[src/rtl/evt_rr_arbiter.sv]
// ============================================================================
//  Module      : evt_rr_arbiter
//  Description : Round-robin merge of N_INP event streams into one registered
//                output, with a per-grant burst limit and per-input enable.
//  Revision    : 1.0 - initial release
// ============================================================================
`default_nettype none

module evt_rr_arbiter #(
    parameter int N_INP     = 2,
    parameter int EVT_WIDTH = 32,
    parameter int MAX_BURST = 4,
    parameter int SRC_W     = (N_INP > 1) ? $clog2(N_INP) : 1
) (
    input  logic                                clk_i,
    input  logic                                rst_i,
    input  logic [N_INP-1:0]                    en_i,
    input  logic [N_INP-1:0]                    inp_valid_i,
    output logic [N_INP-1:0]                    inp_ready_o,
    input  logic [N_INP-1:0][EVT_WIDTH-1:0]     inp_evt_i,
    output logic                                oup_valid_o,
    input  logic                                oup_ready_i,
    output logic [EVT_WIDTH-1:0]                oup_evt_o,
    output logic [SRC_W-1:0]                    oup_src_o,
    output logic                                busy_o
);

    localparam logic [0:0]   c_st_arb    = 1'b0;
    localparam logic [0:0]   c_st_hold   = 1'b1;
    localparam logic [7:0]   c_max_burst = 8'(MAX_BURST);
    localparam logic [SRC_W:0] c_n       = (SRC_W+1)'(N_INP);

    logic [0:0]             r_state;
    logic [0:0]             w_state_nxt;
    logic [SRC_W-1:0]       r_cur;
    logic [SRC_W-1:0]       r_ptr;
    logic [7:0]             r_burst;
    logic                   r_valid;
    logic [EVT_WIDTH-1:0]   r_evt;
    logic [SRC_W-1:0]       r_src;

    logic                   w_load_en;
    logic [N_INP-1:0]       w_cand;
    logic [N_INP-1:0]       w_cand_sh;
    logic                   w_cur_cand;
    logic [2*N_INP-1:0]     w_rot2;
    logic [N_INP-1:0]       w_rot;
    logic [SRC_W:0]         w_off;
    logic [SRC_W:0]         w_sum;
    logic                   w_rr_vld;
    logic [SRC_W-1:0]       w_sel;
    logic                   w_sel_vld;
    logic                   w_xfer;
    logic                   w_cont;
    logic [7:0]             w_burst_nxt;
    logic [SRC_W:0]         w_ptr_nxt;

    assign w_load_en  = !r_valid || oup_ready_i;
    assign w_cand     = inp_valid_i & en_i;
    assign w_cand_sh  = w_cand >> r_cur;
    assign w_cur_cand = w_cand_sh[0];

    // Rotate the candidate vector so bit 0 is the pointer position; the
    // lowest set bit of the rotated vector is the round-robin winner.
    always_comb begin
        w_rot2   = {w_cand, w_cand} >> r_ptr;
        w_rot    = w_rot2[N_INP-1:0];
        w_off    = '0;
        w_rr_vld = 1'b0;
        for (int k = N_INP - 1; k >= 0; k--) begin
            if (w_rot[k]) begin
                w_off    = (SRC_W+1)'(k);
                w_rr_vld = 1'b1;
            end
        end
        w_sum = {1'b0, r_ptr} + w_off;
        if (w_sum >= c_n) begin
            w_sum = w_sum - c_n;
        end
    end

    always_comb begin
        w_sel     = w_sum[SRC_W-1:0];
        w_sel_vld = w_rr_vld;
        if (r_state == c_st_hold && w_cur_cand && r_burst < c_max_burst) begin
            w_sel     = r_cur;
            w_sel_vld = 1'b1;
        end
    end

    assign w_xfer      = w_load_en && w_sel_vld;
    assign w_cont      = (r_state == c_st_hold) && (w_sel == r_cur);
    assign w_burst_nxt = w_cont ? (r_burst + 8'd1) : 8'd1;

    always_comb begin
        w_ptr_nxt = {1'b0, w_sel} + (SRC_W+1)'(1);
        if (w_ptr_nxt >= c_n) begin
            w_ptr_nxt = '0;
        end
    end

    // Next state: a transfer (re)enters HOLD unless it exhausts the burst;
    // an idle or disabled owner releases the grant.
    always_comb begin
        w_state_nxt = r_state;
        if (w_xfer) begin
            w_state_nxt = (w_burst_nxt == c_max_burst) ? c_st_arb : c_st_hold;
        end else if (w_load_en && !w_cur_cand) begin
            w_state_nxt = c_st_arb;
        end
    end

    always_ff @(posedge clk_i or posedge rst_i) begin
        if (rst_i) begin
            r_state <= c_st_arb;
        end else begin
            r_state <= w_state_nxt;
        end
    end

    always_ff @(posedge clk_i or posedge rst_i) begin
        if (rst_i) begin
            r_cur   <= '0;
            r_ptr   <= '0;
            r_burst <= '0;
            r_valid <= 1'b0;
            r_evt   <= '0;
            r_src   <= '0;
        end else if (w_xfer) begin
            r_valid <= 1'b1;
            r_evt   <= inp_evt_i[w_sel];
            r_src   <= w_sel;
            r_burst <= w_burst_nxt;
            if (!w_cont) begin
                r_cur <= w_sel;
                r_ptr <= w_ptr_nxt[SRC_W-1:0];
            end
        end else if (w_load_en) begin
            r_valid <= 1'b0;
        end
    end

    // Ready is gated by reset so no handshake can be seen while it is held.
    assign inp_ready_o = (w_xfer && !rst_i) ? ((N_INP)'(1) << w_sel) : '0;
    assign oup_valid_o = r_valid;
    assign oup_evt_o   = r_evt;
    assign oup_src_o   = r_src;
    assign busy_o      = r_valid || (r_state == c_st_hold);

endmodule

`default_nettype wire

[config.mk]
export PLATFORM = sky130hd
export DESIGN_NAME = evt_rr_arbiter
export DESIGN_NICKNAME = d
export VERILOG_FILES = /design/src/rtl/evt_rr_arbiter.sv
export SDC_FILE = /design/constraint.sdc
export NUM_CORES = 1
export LEC_CHECK = 0
export CAP_MARGIN = 20
export CORE_MARGIN = 5
export CORE_UTILIZATION = 30
export CTS_CLUSTER_SIZE = 14
export DETAILED_ROUTE_END_ITERATION = 6
export PLACE_DENSITY = 0.6
export RECOVER_POWER = 100
export SYNTH_ARGS = -nofsm -noshare
export SYNTH_HDL_FRONTEND = slang
export SYNTH_SLANG_ARGS = --single-unit
[constraint.sdc]
create_clock -name clk_i -period 4.8 [get_ports clk_i]
set_clock_uncertainty 0.2 [all_clocks]
set_input_delay 0.72 -clock clk_i [delete_from_list [all_inputs] [get_ports clk_i]]
set_output_delay 0.72 -clock clk_i [all_outputs]
set_load 0.02 [all_outputs]
==> impl_metrics.ini, run 1 <==
[clock_network]
cts_sinks = 45
post_cts_buffers = 0
clockBufferDepth = 2
ctsResizeCount = 0
cts_tree = done
path_clk_slew_ps = 70
root_buffer = clkbuf_8
cts_hold_buf = 0
cts_buffers = 5
insertion_delay_ps = 280
htreeDepth = 2

[sta]
hold_viol_final = 0
maxSlewViolCount = 46
setup-violations-final = 0
period_needed_ps = 4118
clock.fmax_mhz = 242.9
tightestPinTransition_ps = 2365
relSlewSlack_pct = -57.69
period_share_pct = 85.79
rsz0062_at_grt = false
setup-tns-final_ps = 0

[logic_synthesis]
yosys_warnings = 0
avgSynthCellArea_um2 = 9.857
syn_area_um2 = 2267
yosysSeqAreaShare_pct = 49.67
async_flop_share_pct = 100.0
ys_ff_latch = 45
synth.distinct_cells = 34
synth_common_cells = 45 x dfrtp_1, 43 x nand2_1, 34 x mux2i_1
yosysTopAreaCell = dfrtp_1
synth_cells = 230
synth.most_common_cell = dfrtp_1
synth_nets = 302
synth_top_area_share_pct = 49.67
ys.flop_type = dfrtp_1
synth_edf_count = 0
yosys-top-cells-area = dfrtp_1 50%, mux2i_1 15%, nand2_1 7.1%

[layout]
drive_above_1_share_pct = 3.593
diodes = 0
final_util_pct = 47.84
nets = 406
fin_cells = 433
area_delta_synth_final_pct = 53.86

[floorplan]
die-width_um = 96.93
die_y_um = 96.93
dieArea_um2 = 9395
io-pin-count = 108
start_util_pct = 31.09
fp.coreArea_um2 = 7292
rows = 31

[pwr]
ir_worst_vdd_mv = 0.1306
leakagePower_uw = 0.001565
powerDensity_nw_per_um2 = 399.8

[worst_setup_path]
crit_buf_inv = 2
cp_cell_sequence = dlygate4sd3_1, and2_0, o21a_1, a311o_1, and3_1, clkdlybuf4s50_1
rr_worst_depth = 6
crit_required_ps = 3880
rr_startpoint = r_burst[2]
cpMaxStageDelayCell = a311o_1
cp.arrival_ps = 3200
cp_top_family = buffers and inverters
max_stage_delay_ps = 610
timing.rr.end = oup_evt_o[19]
crit_fanout = 14
cp-end-kind = output pin
setup.worst_path.start_class = primary input
critPathKind = primary input to output pin
r2r_slack_ps = 1800

[run_status]
violations = capacitance limit, slew limit
status = finished with violations

[route]
postRouteAntennaNets = 0
viasPerCell = 4.695
drtIter0Drc = 50
wl_per_cell_um = 13.80
post-route-drc-count = 0
drt-total-wl_um = 5974
first_pass_iters = 4
vias = 2033

[global_routing]
overflow = 0
grt_pass1_wl_um = 10440
grt.total_usage_pct = 13.23
grt_pass1_vias = 2168
grt_max_degree = 74
antenna_found_initial = 0

[worst_hold_path]
holdPathStages = 2
hold_class = register to register
hp-start = oup_evt_o[6]
hold_end = oup_evt_o[6]

[run]
maxCapViolations = 1

[placement]
place_congestion = 0.7884
numPortBuffers = 107
hpwlAfterDp_um = 4596
dp_cells = 426
## layout by cell type, fill, tap and decap left out, types with 2 or more instances in the layout
cell type         n
a31oi_1           2
mux2i_1          34
dlygate4sd3_1    39
o21ai_1           3
and2_1            2
buf_4             2
o31ai_1           2
o21ai_0          36
nor2b_1           4
nor3_1            3
clkdlybuf4s50_1  68
a21oi_1           4
dfrtp_1          45
and3_1            4
xor2_1            3
nand2_1          43
nand3_1           5
inv_1             2
clkbuf_8          6
a22o_1            3
clkbuf_1          2
nor2_1            6
## report_power, final
part           internal, uW  total (uW)  switching (uW)
combinational           293         623             330
sequential              476         541            64.8
clock                   114         230             116
## per-layer routing
| metal | track usage, % | vias to the layer above | part of all wire, % |
|---|---|---|---|
| met4 | 3.564 | 0 | 1.1 |
| met1 | 15.26 | 951 | 41 |
| met3 | 4.748 | 6 | 6.0 |
| met5 | 0 | - | 0 |
| met2 | 23.09 | 57 | 51 |
| li1 | - | 1019 | - |
## tightest hold or removal path, delay by kind of cell, from the launching register on
family	cells	cell delay, ps
simple gates	1	50
flops	1	340
compound gates	1	60
## state kept, by name, summed over array words and instances (netlist names)
| register | flops |
|---|---|
| oup_evt_o | 32 |
| oup_src_o | 1 |
| r_state | 1 |
| oup_valid_o | 1 |
| r_cur | 1 |
| r_burst | 8 |
| r_ptr | 1 |
## metrics by stage
stage	hold slack (ps)	cell area [um^2]	power (uW)	setup WS [ps]
2_1_floorplan	297.9	2267	947.2	1788
3_3_place_gp	264.4	3421	1218	1025
6_report	272.8	3488	1395	682.3
5_1_grt	309.5	3488	1498	549.1
4_1_cts	292.2	3507	1469	992.1
3_5_place_dp	274.3	3421	1228	998.0
## worst max-delay path by stage
| stage | startpoint | end | slack [ps] | cells past startpoint |
|---|---|---|---|---|
| 6_report | inp_valid_i[1] | inp_ready_o[1] | 680 | 6 |
| 5_1_grt | inp_valid_i[1] | inp_ready_o[0] | 550 | 6 |
| 4_1_cts | inp_valid_i[1] | inp_ready_o[0] | 990 | 6 |
| 3_5_place_dp | inp_valid_i[1] | inp_ready_o[0] | 1000 | 6 |
| 3_3_place_gp | inp_valid_i[1] | inp_ready_o[0] | 1020 | 6 |
| 2_1_floorplan | rst_i | inp_ready_o[1] | 1790 | 2 |
## cells by family (layout without fill, tap and decap cells)
group,count (synthesis),count (layout),share of synthesized area (%)
AO/OA/AOI/OAI,57,57,14.51
XOR/XNOR,4,4,1.546
adder cells (fa/ha/maj),1,1,0.5518
buffers and inverters,16,120,4.028
flip-flops,45,45,49.67
multiplexers,34,34,15.01
AND/OR/NAND/NOR,73,73,14.68
## area by class of cell
cell class / instances / area (um^2)
repair buffers: 111 / 1095
inverters: 2 / 7.507
well taps: 99 / 123.9
fillers: 734 / 3804
flip-flops and latches: 45 / 1126
multi-input cells: 169 / 1050
clock buffers: 7 / 86.33
Note: power is estimated with default switching activity, not from simulation.
==> run 2: changes to the inputs <==
CTS_BUF_LIST = sky130_fd_sc_hd__clkbuf_4 sky130_fd_sc_hd__clkbuf_8 sky130_fd_sc_hd__clkbuf_16   (was not set)
==> run 2 against run 1 <==
  * The run still ends with capacitance limit, slew limit left
  * Core utilization is 0.051 points higher
  * Cell area grew 0.11%
  * Sequential share of layout area about the same
  * Combinational power about the same
  * Register-to-register slack hardly changed
  * Flip-flop and latch count did not move
  * Fmax barely moved
  * Critical path depth stayed put
  * Power rose by 0.39%
  * Sequential power is essentially flat
  * Critical path type unchanged
  * Critical endpoint unchanged
  * Largest power group unchanged
==> impl_metrics.ini, run 2 (synthesis gave the netlist of run 1 again) <==
[run_status]
status = finished with violations
violations = capacitance limit, slew limit

[layout]
layout_common_cells = 68 x clkdlybuf4s50_1, 45 x dfrtp_1, 43 x nand2_1, 39 x dlygate4sd3_1, 36 x o21ai_0
area_delta_synth_final_pct = 54.03
drive_above_1_share_pct = 3.892
final_util_pct = 47.89
final_area_um2 = 3492
largest_register_ffs = 32
final_common_cell = clkdlybuf4s50_1
nets = 406
n_fill_cell = 735
diodes = 0

[global_routing]
grt_pass1_wl_um = 10450
overflow = 0
grt_max_degree = 74
grt_pass1_vias = 2166
grt.total_usage_pct = 13.24
antenna_found_initial = 0

[placement]
place_congestion = 0.7884
place_area_um2 = 3421
numPortBuffers = 107
dp_worst_setup_slack_ps = 998.0
hpwlAfterDp_um = 4596

[clock_network]
clockBufferDepth = 2
insertion_delay_ps = 280
path_clk_slew_ps = 70
htreeDepth = 2
cts_hold_buf = 0
root_buffer = clkbuf_8
cts_sinks = 45
ctsResizeCount = 0
cts_tree = done
cts_buffers = 5
post_cts_buffers = 0

[route]
post-route-drc-count = 0
drt-total-wl_um = 5995
wl_per_cell_um = 13.85
postRouteAntennaNets = 0
vias = 2032
drtIter0Drc = 52
first_pass_iters = 4
viasPerCell = 4.693

[sta]
tightestPinTransition_ps = 2369
relSlewSlack_pct = -57.92
clock.fmax_mhz = 242.7
setup-tns-final_ps = 0
setup-violations-final = 0
hold_viol_final = 0
rsz0062_at_grt = false
maxSlewViolCount = 46
finalWorstSetupSlack_ps = 680.0
period_needed_ps = 4120
period_share_pct = 85.83

[worst_setup_path]
timing.rr.end = oup_evt_o[19]
rr_worst_depth = 6
crit_fanout = 14
critPathKind = primary input to output pin
rr_startpoint = r_burst[2]
startpoint = inp_valid_i[1]
cp.arrival_ps = 3200
setup.worst_path.start_class = primary input
endpoint = inp_ready_o[1]
cp-end-kind = output pin
cpMaxStageDelayCell = a311o_1
cp_cell_sequence = dlygate4sd3_1, and2_0, o21a_1, a311o_1, and3_1, clkdlybuf4s50_1
max_stage_delay_ps = 610
r2r_slack_ps = 1800
crit_required_ps = 3880

[pwr]
seqPwrFrac_pct = 38.7
p_comb_share_pct = 44.5
leakagePower_uw = 0.001568
powerDensity_nw_per_um2 = 400.9
switching_share_pct = 36.46
ir_worst_vdd_mv = 0.1306
p_clk_share_pct = 16.8
intPower_uw = 889.6
power_switching_uw = 510.4

[floorplan]
die-width_um = 96.93
rows = 31
start_util_pct = 31.09
io-pin-count = 108
fp.coreArea_um2 = 7292
die_y_um = 96.93
dieArea_um2 = 9395

[worst_hold_path]
hold_class = register to register
holdPathStages = 2

[run]
maxCapViolations = 1
==> run 2: how the worst min path moves through the flow <==
stage	from	to	slack, ps
after floorplan	r_burst[1]	r_burst[1]	300
after global placement	oup_src_o	oup_src_o	260
after detailed placement	oup_evt_o[4]	oup_evt_o[4]	270
after CTS	oup_evt_o[12]	oup_evt_o[12]	290
after global routing	oup_evt_o[2]	oup_evt_o[2]	310
final	oup_evt_o[6]	oup_evt_o[6]	270
==> run 2: through the flow <==
stage          hold slack (ps)  std cells  total power (uW)
2_1_floorplan            297.9        230             947.2
3_3_place_gp             264.4        426              1218
3_5_place_dp             274.3        426              1228
4_1_cts                  292.2        433              1475
5_1_grt                  309.5        433              1504
6_report                 272.8        433              1400
==> run 2: metal layers <==
| metal | up-vias | track usage [%] | share of wire, % |
|---|---|---|---|
| li1 | 1018 | - | - |
| met1 | 955 | 15.26 | 42 |
| met2 | 53 | 23.14 | 51 |
| met3 | 6 | 4.748 | 5.9 |
| met4 | 0 | 3.564 | 1.1 |
| met5 | - | 0 | 0 |
==> run 2: cell type report <==
| class | instances | area, um^2 | share of cell area [%] |
|---|---|---|---|
| Tap cell | 99 | 123.9 | 3.547 |
| Multi-Input combinational cell | 169 | 1050 | 30.06 |
| Inverter | 2 | 7.507 | 0.2150 |
| Timing Repair Buffer | 111 | 1095 | 31.35 |
| Clock buffer | 7 | 90.09 | 2.580 |
| Sequential cell | 45 | 1126 | 32.25 |
==> run 2: worst max-delay path, delay by kind of cell <==
family          cells  cell delay, ps
buf+inv             2            1180
compound gates      2             760
simple gates        2             530
==> run 2: power by group through the flow <==
stage | Sequential, uW | Combinational [uW] | Clock, uW
after floorplan | 641 | 306 | 0
after global placement | 548 | 669 | 0
after detailed placement | 553 | 676 | 0
after CTS | 547 | 679 | 249
after global routing | 559 | 683 | 262
final | 541 | 624 | 235
==> run 3: changes to the inputs <==
CORE_UTILIZATION = 35   (was 30)
PLACE_DENSITY = 0.68   (was 0.6)
==> run 3 against run 2 <==
  * The flow still finishes with violations (capacitance limit, slew limit)
  * Via count down 2.6%
  * Worst setup slack worse by 39 ps
  * Sequential power about the same
  * Clock power grew 31%
  * Power is 5.5% higher
  * Cell area rose by 0.14%
  * Sequential share of layout area about the same
  * Clock-buffer cell count stayed put
  * Cell count shrank 4.6%
  * Critical path type unchanged
  * Critical endpoint is now inp_ready_o[0]
  * Largest cell class unchanged
  * Largest power group unchanged
==> impl_metrics.ini, run 3 (synthesis gave the netlist of run 1 again) <==
[sta]
tightestPinTransition_ps = 2410
maxSlewViolCount = 46
rsz0062_at_grt = false
setup-tns-final_ps = 0
period_share_pct = 86.65
clock.fmax_mhz = 240.4
period_needed_ps = 4159
hold_viol_final = 0
relSlewSlack_pct = -60.69
setup-violations-final = 0

[worst_setup_path]
cpMaxStageDelayCell = dlygate4sd3_1
cp.arrival_ps = 3240
r2r_slack_ps = 1870
path_common_cell = dlygate4sd3_1
crit_fanout = 13
setup.worst_path.start_class = primary input
crit_buf_inv = 2
cp_top_family = buffers and inverters
critPathKind = primary input to output pin
rr_worst_depth = 6
cp-end-kind = output pin
timing.rr.end = oup_evt_o[8]
max_stage_delay_ps = 740
crit_required_ps = 3880
cp_cell_sequence = dlygate4sd3_1, and2_0, o21a_1, a311o_1, nor3_1, dlygate4sd3_1
rr_startpoint = r_burst[2]

[global_routing]
overflow = 0
grt_pass1_wl_um = 10270
grt_max_degree = 74
antenna_found_initial = 1
grt.total_usage_pct = 15.50
grt_pass1_vias = 2102

[clock_network]
cts_sinks = 45
ctsResizeCount = 0
cts_hold_buf = 0
clockBufferDepth = 2
cts_tree = done
htreeDepth = 2
insertion_delay_ps = 300
cts_buffers = 5
path_clk_slew_ps = 70
post_cts_buffers = 0
root_buffer = clkbuf_8

[layout]
fin_cells = 413
n_fill_cell = 642
area_delta_synth_final_pct = 54.25
multi_input_area_um2 = 1050
final_common_cell = clkdlybuf4s50_1
drive_above_1_share_pct = 4.179
layout_common_cells = 68 x clkdlybuf4s50_1, 45 x dfrtp_1, 43 x nand2_1, 39 x dlygate4sd3_1, 36 x o21ai_0
final-seq-area_um2 = 1126
nets = 406
largest_register_ffs = 32

[worst_hold_path]
holdPathStages = 2
hp-start = oup_evt_o[14]
hold_end = oup_evt_o[14]
hold_class = register to register

[run_status]
status = finished with violations
violations = capacitance limit, slew limit

[pwr]
powerDensity_nw_per_um2 = 422.4
leakagePower_uw = 0.001583
ir_worst_vdd_mv = 0.1863

[placement]
dp_cells = 404
hpwlAfterDp_um = 4674
numPortBuffers = 107
place_congestion = 0.8414

[floorplan]
io-pin-count = 108
rows = 29
fp.coreArea_um2 = 6314
die-width_um = 90.49
dieArea_um2 = 8188
die_y_um = 90.49
start_util_pct = 35.91

[route]
postRouteAntennaNets = 0
drtIter0Drc = 99
vias = 1979
first_pass_iters = 4
wl_per_cell_um = 14.83
drt-total-wl_um = 6123
post-route-drc-count = 0
viasPerCell = 4.792

[run]
maxCapViolations = 1
-- run 3: cell count changes in the layout (fill, tap and decap cells not counted) --
| cell | previous run | this run |
|---|---|---|
| bufinv_16 | 0 | 1 |
| diode_2 | 0 | 1 |
-- run 3: layer usage --
metal	share of wire, %	vias to the layer above	global-route usage, %
met5	0	-	0
met4	0.88	0	5.211
met3	13	4	9.500
met2	45	75	23.37
met1	41	880	18.09
li1	-	1020	-
-- run 3: area by class of cell --
cell class | instances | area share, %
inverter | 2 | 0.2147
timing repair buffer | 111 | 31.31
tap | 77 | 2.755
multi-input combinational | 169 | 30.02
clock inverter | 1 | 0.8587
sequential | 45 | 32.20
clock buffer | 7 | 2.576
antenna | 1 | 0.07156
-- run 3: metrics by stage --
| step | worst slack, ps | utilization (%) | hold WS, ps | cell area [um^2] | power, uW |
|---|---|---|---|---|---|
| finish | 640.9 | 55.39 | 272.8 | 3497 | 1477 |
| global route | 418.6 | 55.39 | 302.9 | 3497 | 1578 |
| CTS | 918.7 | 55.65 | 287.8 | 3513 | 1537 |
| detailed placement | 945.6 | 53.75 | 268.6 | 3393 | 1228 |
| global placement | 983.6 | 53.75 | 263.2 | 3393 | 1219 |
| floorplan | 1788 | - | 297.9 | 2267 | 947.2 |
-- run 3: where the power goes --
| group | total (uW) | leakage, uW | internal, uW | switching (uW) |
|---|---|---|---|---|
| logic | 626 | 0.000962 | 293 | 333 |
| clock network | 308 | 0.0000619 | 176 | 132 |
| registers | 543 | 0.000559 | 476 | 66.6 |
| total | 1480 | 0.00158 | 945 | 532 |
-- run 3: worst max path at each step --
stage                           to      startpoint  depth (start not counted)
floorplan           inp_ready_o[1]           rst_i                          2
global placement    inp_ready_o[0]  inp_valid_i[1]                          6
detailed placement  inp_ready_o[0]  inp_valid_i[1]                          6
CTS                 inp_ready_o[0]  inp_valid_i[1]                          6
global route        inp_ready_o[0]  inp_valid_i[1]                          6
finish              inp_ready_o[0]  inp_valid_i[1]                          6
-- run 3: worst reg2reg max path, stage by stage (launching register included) --
cell	delay, ps
dfrtp_1	470
nor4_2	320
and3_1	230
a311o_1	660
buf_4	500
mux2i_1	290
o21ai_0	90
==> RTL change 1: new RTL, config.mk and constraints of run 1 <==
`N_INP`: 2 -> 4.
--- a/src/rtl/evt_rr_arbiter.sv
+++ b/src/rtl/evt_rr_arbiter.sv
@@ -9,3 +9,3 @@
 module evt_rr_arbiter #(
-    parameter int N_INP     = 2,
+    parameter int N_INP     = 4,
     parameter int EVT_WIDTH = 32,
Interface: changed (5 resized); port bits go from 108 to 179. The function was not compared with the original's and may differ.
==> RTL change 1 against run 1 <==
  * The run still ends with max-capacitance violations, max-slew violations left
  * Cell area grew 65%
  * Worst setup slack got worse by 0.38 ns
  * Power rose to 2.9 times the old value
  * Utilization hardly changed
  * First-iteration DRC count grew to 6.3 times the old value
  * Routed wire length rose by 120%
  * Synthesized area rose by 64%
  * Sequential cell count increased by 3
  * Synthesized cell count is 70% higher
  * Largest cell class is now multi-input combinational cells
  * Largest power group unchanged
==> RTL change 1: results (changes against run 1) <==
Global routing
  – First-pass GRT wire length: 20500 um (+97%)
  – Met2 Resource Use GR: 0.286 (+0.0548)
  – Global Route met3 Usage: 0.0457 (-0.00179)
  – GR Util All Layers: 0.171 (+0.0387)
  – M1 GR Usage: 0.222 (+0.0698)

Timing
  – Final hold slack: 0.300 ns (+0.0272 ns)
  – Max Slew Vio Count: 49 (+6.5%)
  – Max Freq: 222 MHz (-8.4%)

Final layout
  – Area delta synth->final: 55.0%
  – Area of the multi-input gates: 2310 um^2 (+120%)
  – Reg area: 1200 um^2 (+6.7%)
  – Share of cells above drive strength 1: 0.114 (+0.0786)
  – Comb_multi_in: 304 (+80%)
  – Layout non-clock buf frac: 0.324 (+0.0100)
  – Buffers, non-clock: 194 (+75%)

Worst setup path
  – Critical-path top delay cell: dlygate4sd3_1
  – Path depth of the worst reg2reg path: 11 (+5)
  – Worst EP arrival: 3.58 ns (+0.38 ns)
  – Worst Setup SP: inp_valid_i[3]
  – CP max FO: 5 (-9)
  – Critical path capture point: inp_ready_o[2]
  – R2R Setup Slk: 1.01 ns (-0.79 ns)
  – Reg-to-Reg Start: r_ptr[0]$_DFFE_PP0P_
  – FF-to-FF End: oup_evt_o[6]$_DFFE_PP0P_

Route
  – DR iter-0 viols: 313 (+530%)
  – Met2 WL post-DR: 6200 um (+100%)
  – Met1 wire length: 5780 um (+130%)
  – WL per Instance: 18.1 um (+31%)
  – WL final: 13200 um (+120%)
  – Met3 wire len: 987 um (+170%)
  – Vias: 3850 (+89%)

Worst hold path
  – Hold EP: oup_src_o[0]$_DFFE_PP0P_
  – Hold Startpoint: oup_src_o[0]$_DFFE_PP0P_

Pwr
  – Power in combinational cells: 2910 uW (+370%)
  – Worst VDD drop: 0.000554 V (+320%)
  – Clk pwr: 370 uW (+61%)
  – Sw Pwr: 1860 uW (+260%)

Place
  – GPL Wtd Cong: 0.794 (+0.72%)
  – I/O Buffers: 178 (+66%)
  – Area after DPL: 5660 um^2 (+65%)

Run status
  – Violated checks: max-capacitance violations, max-slew violations
  – Status: finished, violations left

Synthesis
  – Seq/Total Area, Yosys: 0.323 (-0.174)
  – Ranking of synthesized cells by area: dfrtp_1 32%, mux2i_1 9.4%, mux2_2 5.1%, a221o_1 4.6%, o221a_2 4.5%

Clock tree
  – Root buf cell: clkbuf_16
  – Num Clock Sinks: 48 (+6.7%)

Run
  – Max-cap violations: 1 (unchanged)
[RTL change 1: cell count changes after synthesis, sizes merged, moves of 9 or more]
cell,change
o221ai,+15
buf,+9
o221a,+15
nor3,+19
nor2,+20
a221o,+17
mux2,+17
a211oi,+15
a22oi,+15
clkbuf,+10
o21ai,-26
[RTL change 1: timing repair]
| item | 4_1_cts | 5_1_grt |
|---|---|---|
| buffers inserted | 0 | 0 |
| hold endpoints to repair | 0 | 0 |
| gates resized for setup | 0 | 5 |
| setup endpoints to repair | 0 | 4 |
[RTL change 1: logic make-up after synthesis]
| kind of cell | after synthesis | share of synthesized area |
|---|---|---|
| compound gates | 121 | 0.278 |
| xor+xnor | 7 | 0.0185 |
| fa+ha+maj | 6 | 0.0202 |
| buf+inv | 38 | 0.0572 |
| flops | 48 | 0.323 |
| mux | 54 | 0.158 |
| simple gates | 116 | 0.145 |
==> RTL change 2: new RTL, config.mk and constraints of run 1 <==
Without the edit above. Reset style: synchronous (`rst_i`), changed in 2 clocked blocks.
--- a/src/rtl/evt_rr_arbiter.sv
+++ b/src/rtl/evt_rr_arbiter.sv
@@ -112,3 +112,3 @@
 
-    always_ff @(posedge clk_i or posedge rst_i) begin
+    always_ff @(posedge clk_i) begin
         if (rst_i) begin
@@ -120,3 +120,3 @@
 
-    always_ff @(posedge clk_i or posedge rst_i) begin
+    always_ff @(posedge clk_i) begin
         if (rst_i) begin
Function: differs if rst_i is asserted again (counterexample within 4 cycles, from zero or initial values and one cycle with rst_i high); with rst_i held inactive, the same outputs for 10 cycles.
==> RTL change 2 against run 1 <==
  * The flow still finishes with violations (max-capacitance violations, max-slew violations)
  * Die area is 4.7% lower
  * Sequential share of layout area decreased by 5.6 points
  * Routed wire length is 17% higher
  * Sequential cell count did not move
  * Via count is 16% higher
  * Cell area down 3.2%
  * Synthesized area decreased by 5.3%
  * Non-clock buffer count increased by 2
  * Register-to-register slack got worse by 0.11 ns
  * Worst setup slack improved by 0.14 ns
  * First-iteration DRC count up 74%
  * Largest cell class is now multi-input combinational cells
Power is not compared: it rests on default switching activity, and its combinational part moved more than twofold at a synthesized area within 25%.
==> RTL change 2: results (changes against run 1) <==
Place
  – GPL Wtd Cong: 0.815 (+3.4%)
  – Area after DPL: 3300 um^2 (-3.4%)
  – Detailed placement HPWL: 4760 um (+3.6%)
  – I/O Buffers: 107 (unchanged)
  – Setup WS pre-CTS: 0.996 ns (-0.00234 ns)

Worst hold path
  – Hold Startpoint: oup_src_o$_SDFFE_PP0P_
  – Min-Delay Path Class: reg -> reg
  – Hold EP: oup_src_o$_SDFFE_PP0P_
  – Hold-critical path depth: 1 (-1)

Worst setup path
  – Reg-to-Reg Start: r_burst[4]$_SDFFE_PP0P_
  – Path depth of the worst reg2reg path: 6 (unchanged)
  – Critical-path top delay cell: dlygate4sd3_1
  – R2R Setup Slk: 1.69 ns (-0.11 ns)
  – Slowest stage delay, CP: 0.71 ns (+0.10 ns)
  – FF-to-FF End: oup_evt_o[14]$_SDFFE_PP0P_
  – CP max FO: 5 (-9)
  – Worst EP arrival: 3.06 ns (-0.14 ns)

Route
  – WL per Instance: 14.8 um (+7.6%)
  – Vias: 2361 (+16%)
  – DR iter-0 viols: 87 (+74%)
  – Detailed Routing Iterations Pass 1: 4 (unchanged)

Timing
  – Worst-Margin Slew: 1.55 ns (-0.811 ns)
  – Final min period: 3.98 ns (-0.139 ns)
  – Max Slew Vio Count: 34 (-26%)

Synthesis
  – Seq/Total Area, Yosys: 0.420 (-0.0771)
  – Top cells by count, synth: 79 x nand2_1, 45 x dfxtp_1, 34 x nor2_1
  – Synth cell types: 37 (+8.8%)
  – Ranking of synthesized cells by area: dfxtp_1 42%, nand2_1 14%, a311oi_1 13%, nor2_1 5.9%, a31oi_1 2.3%
  – Syn. warnings: 0 (unchanged)
  – EDFF count, synth: 0 (unchanged)
  – Net count after synthesis: 349 (+16%)
  – Asr flop ratio synth: 0 (-1.00)
  – Prevailing post-synth register cell: dfxtp_1

Global routing
  – Antenna violations before repair: 0 (unchanged)
  – Vias in the first global route: 2186 (+0.83%)
  – Pin count of the biggest net entering global routing: 75 (+1.4%)
  – First-pass GRT wire length: 10800 um (+3.5%)
  – GR Util All Layers: 0.151 (+0.0183)

Clock tree
  – Worst-path clk slew: 0.09 ns (+0.02 ns)
  – Post-CTS Setup Bufs: 0 (unchanged)
  – Root buf cell: clkbuf_8
  – Post-CTS sizing: 0 (unchanged)
  – Clock Path Buffers: 2 (unchanged)
  – H-tree Lvls: 2 (unchanged)
  – Worst-Skew Late Latency: 0.30 ns (+0.02 ns)
  – TritonCTS buffer count: 5 (unchanged)

Final layout
  – Nets: 447 (+10%)
  – Max FFs per register: 32 (unchanged)
  – Share of cells above drive strength 1: 0.0505 (+0.0146)

Run
  – Max-cap violations: 1 (unchanged)

Run status
  – Violated checks: max-capacitance violations, max-slew violations
  – Status: finished, violations left

Pwr
  – Leakage: 0.00131 uW
## RTL change 2: cell types whose count changed after synthesis, moves of 12 or more
| cell | run 1 | this run |
|---|---|---|
| nor2_1 | 6 | 34 |
| o21ai_1 | 24 | 0 |
| dfxtp_1 | 0 | 45 |
| mux2i_1 | 34 | 0 |
| a311oi_1 | 0 | 32 |
| dfrtp_1 | 45 | 0 |
| o21ai_0 | 15 | 3 |
| nand2_1 | 43 | 79 |
## RTL change 2: worst max-delay path: cells and delay by family
kind	cells	cell delay, ns
buf+inv	2	1.32
simple gates	4	1.02
## RTL change 2: worst max-delay path by stage
stage / start / to / depth (start not counted)
2_1_floorplan: inp_valid_i[1] / inp_ready_o[0] / 6
3_3_place_gp: inp_valid_i[1] / inp_ready_o[0] / 6
3_5_place_dp: inp_valid_i[1] / inp_ready_o[0] / 6
4_1_cts: inp_valid_i[1] / inp_ready_o[0] / 6
5_1_grt: en_i[1] / inp_ready_o[0] / 6
6_report: en_i[1] / inp_ready_o[0] / 6
## RTL change 2: power breakdown
part           switching [uW]  internal [uW]  total [uW]  leakage (uW)
registers                17.8            405         423      0.000372
logic                     149            136         285      0.000893
clock network             138            104         242     0.0000445
total                     305            645         950       0.00131
## RTL change 2: cells by family (layout without fill, tap and decap cells)
group / after synthesis / count (layout) / synth area share
AO/OA/AOI/OAI: 58 / 58 / 0.210
XOR/XNOR: 1 / 1 / 0.00408
adder cells (fa/ha/maj): 1 / 1 / 0.00583
buffers and inverters: 22 / 121 / 0.0431
flip-flops: 45 / 45 / 0.420
AND/OR/NAND/NOR: 150 / 150 / 0.317
## RTL change 2: per-layer routing
layer	up-vias	share of wire	track usage
met5	-	0	0
met4	0	0.014	0.0397
met3	6	0.083	0.0430
met2	88	0.45	0.245
met1	1081	0.46	0.195
li1	1186	-	-
## RTL change 2: cell type report
cell class	count	area, um^2
Tap cell	96	120
Clock buffer	5	68.8
Multi-Input combinational cell	210	1160
Sequential cell	45	901
Timing Repair Buffer	113	1100
Fill cell	686	3490
Clock inverter	3	21.3
## RTL change 2: per-stage QoR
stage,instances,hold WS [ns]
after floorplan,277,0.257
after global placement,464,0.254
after detailed placement,464,0.257
after CTS,472,0.281
after global routing,472,0.327
final,472,0.275
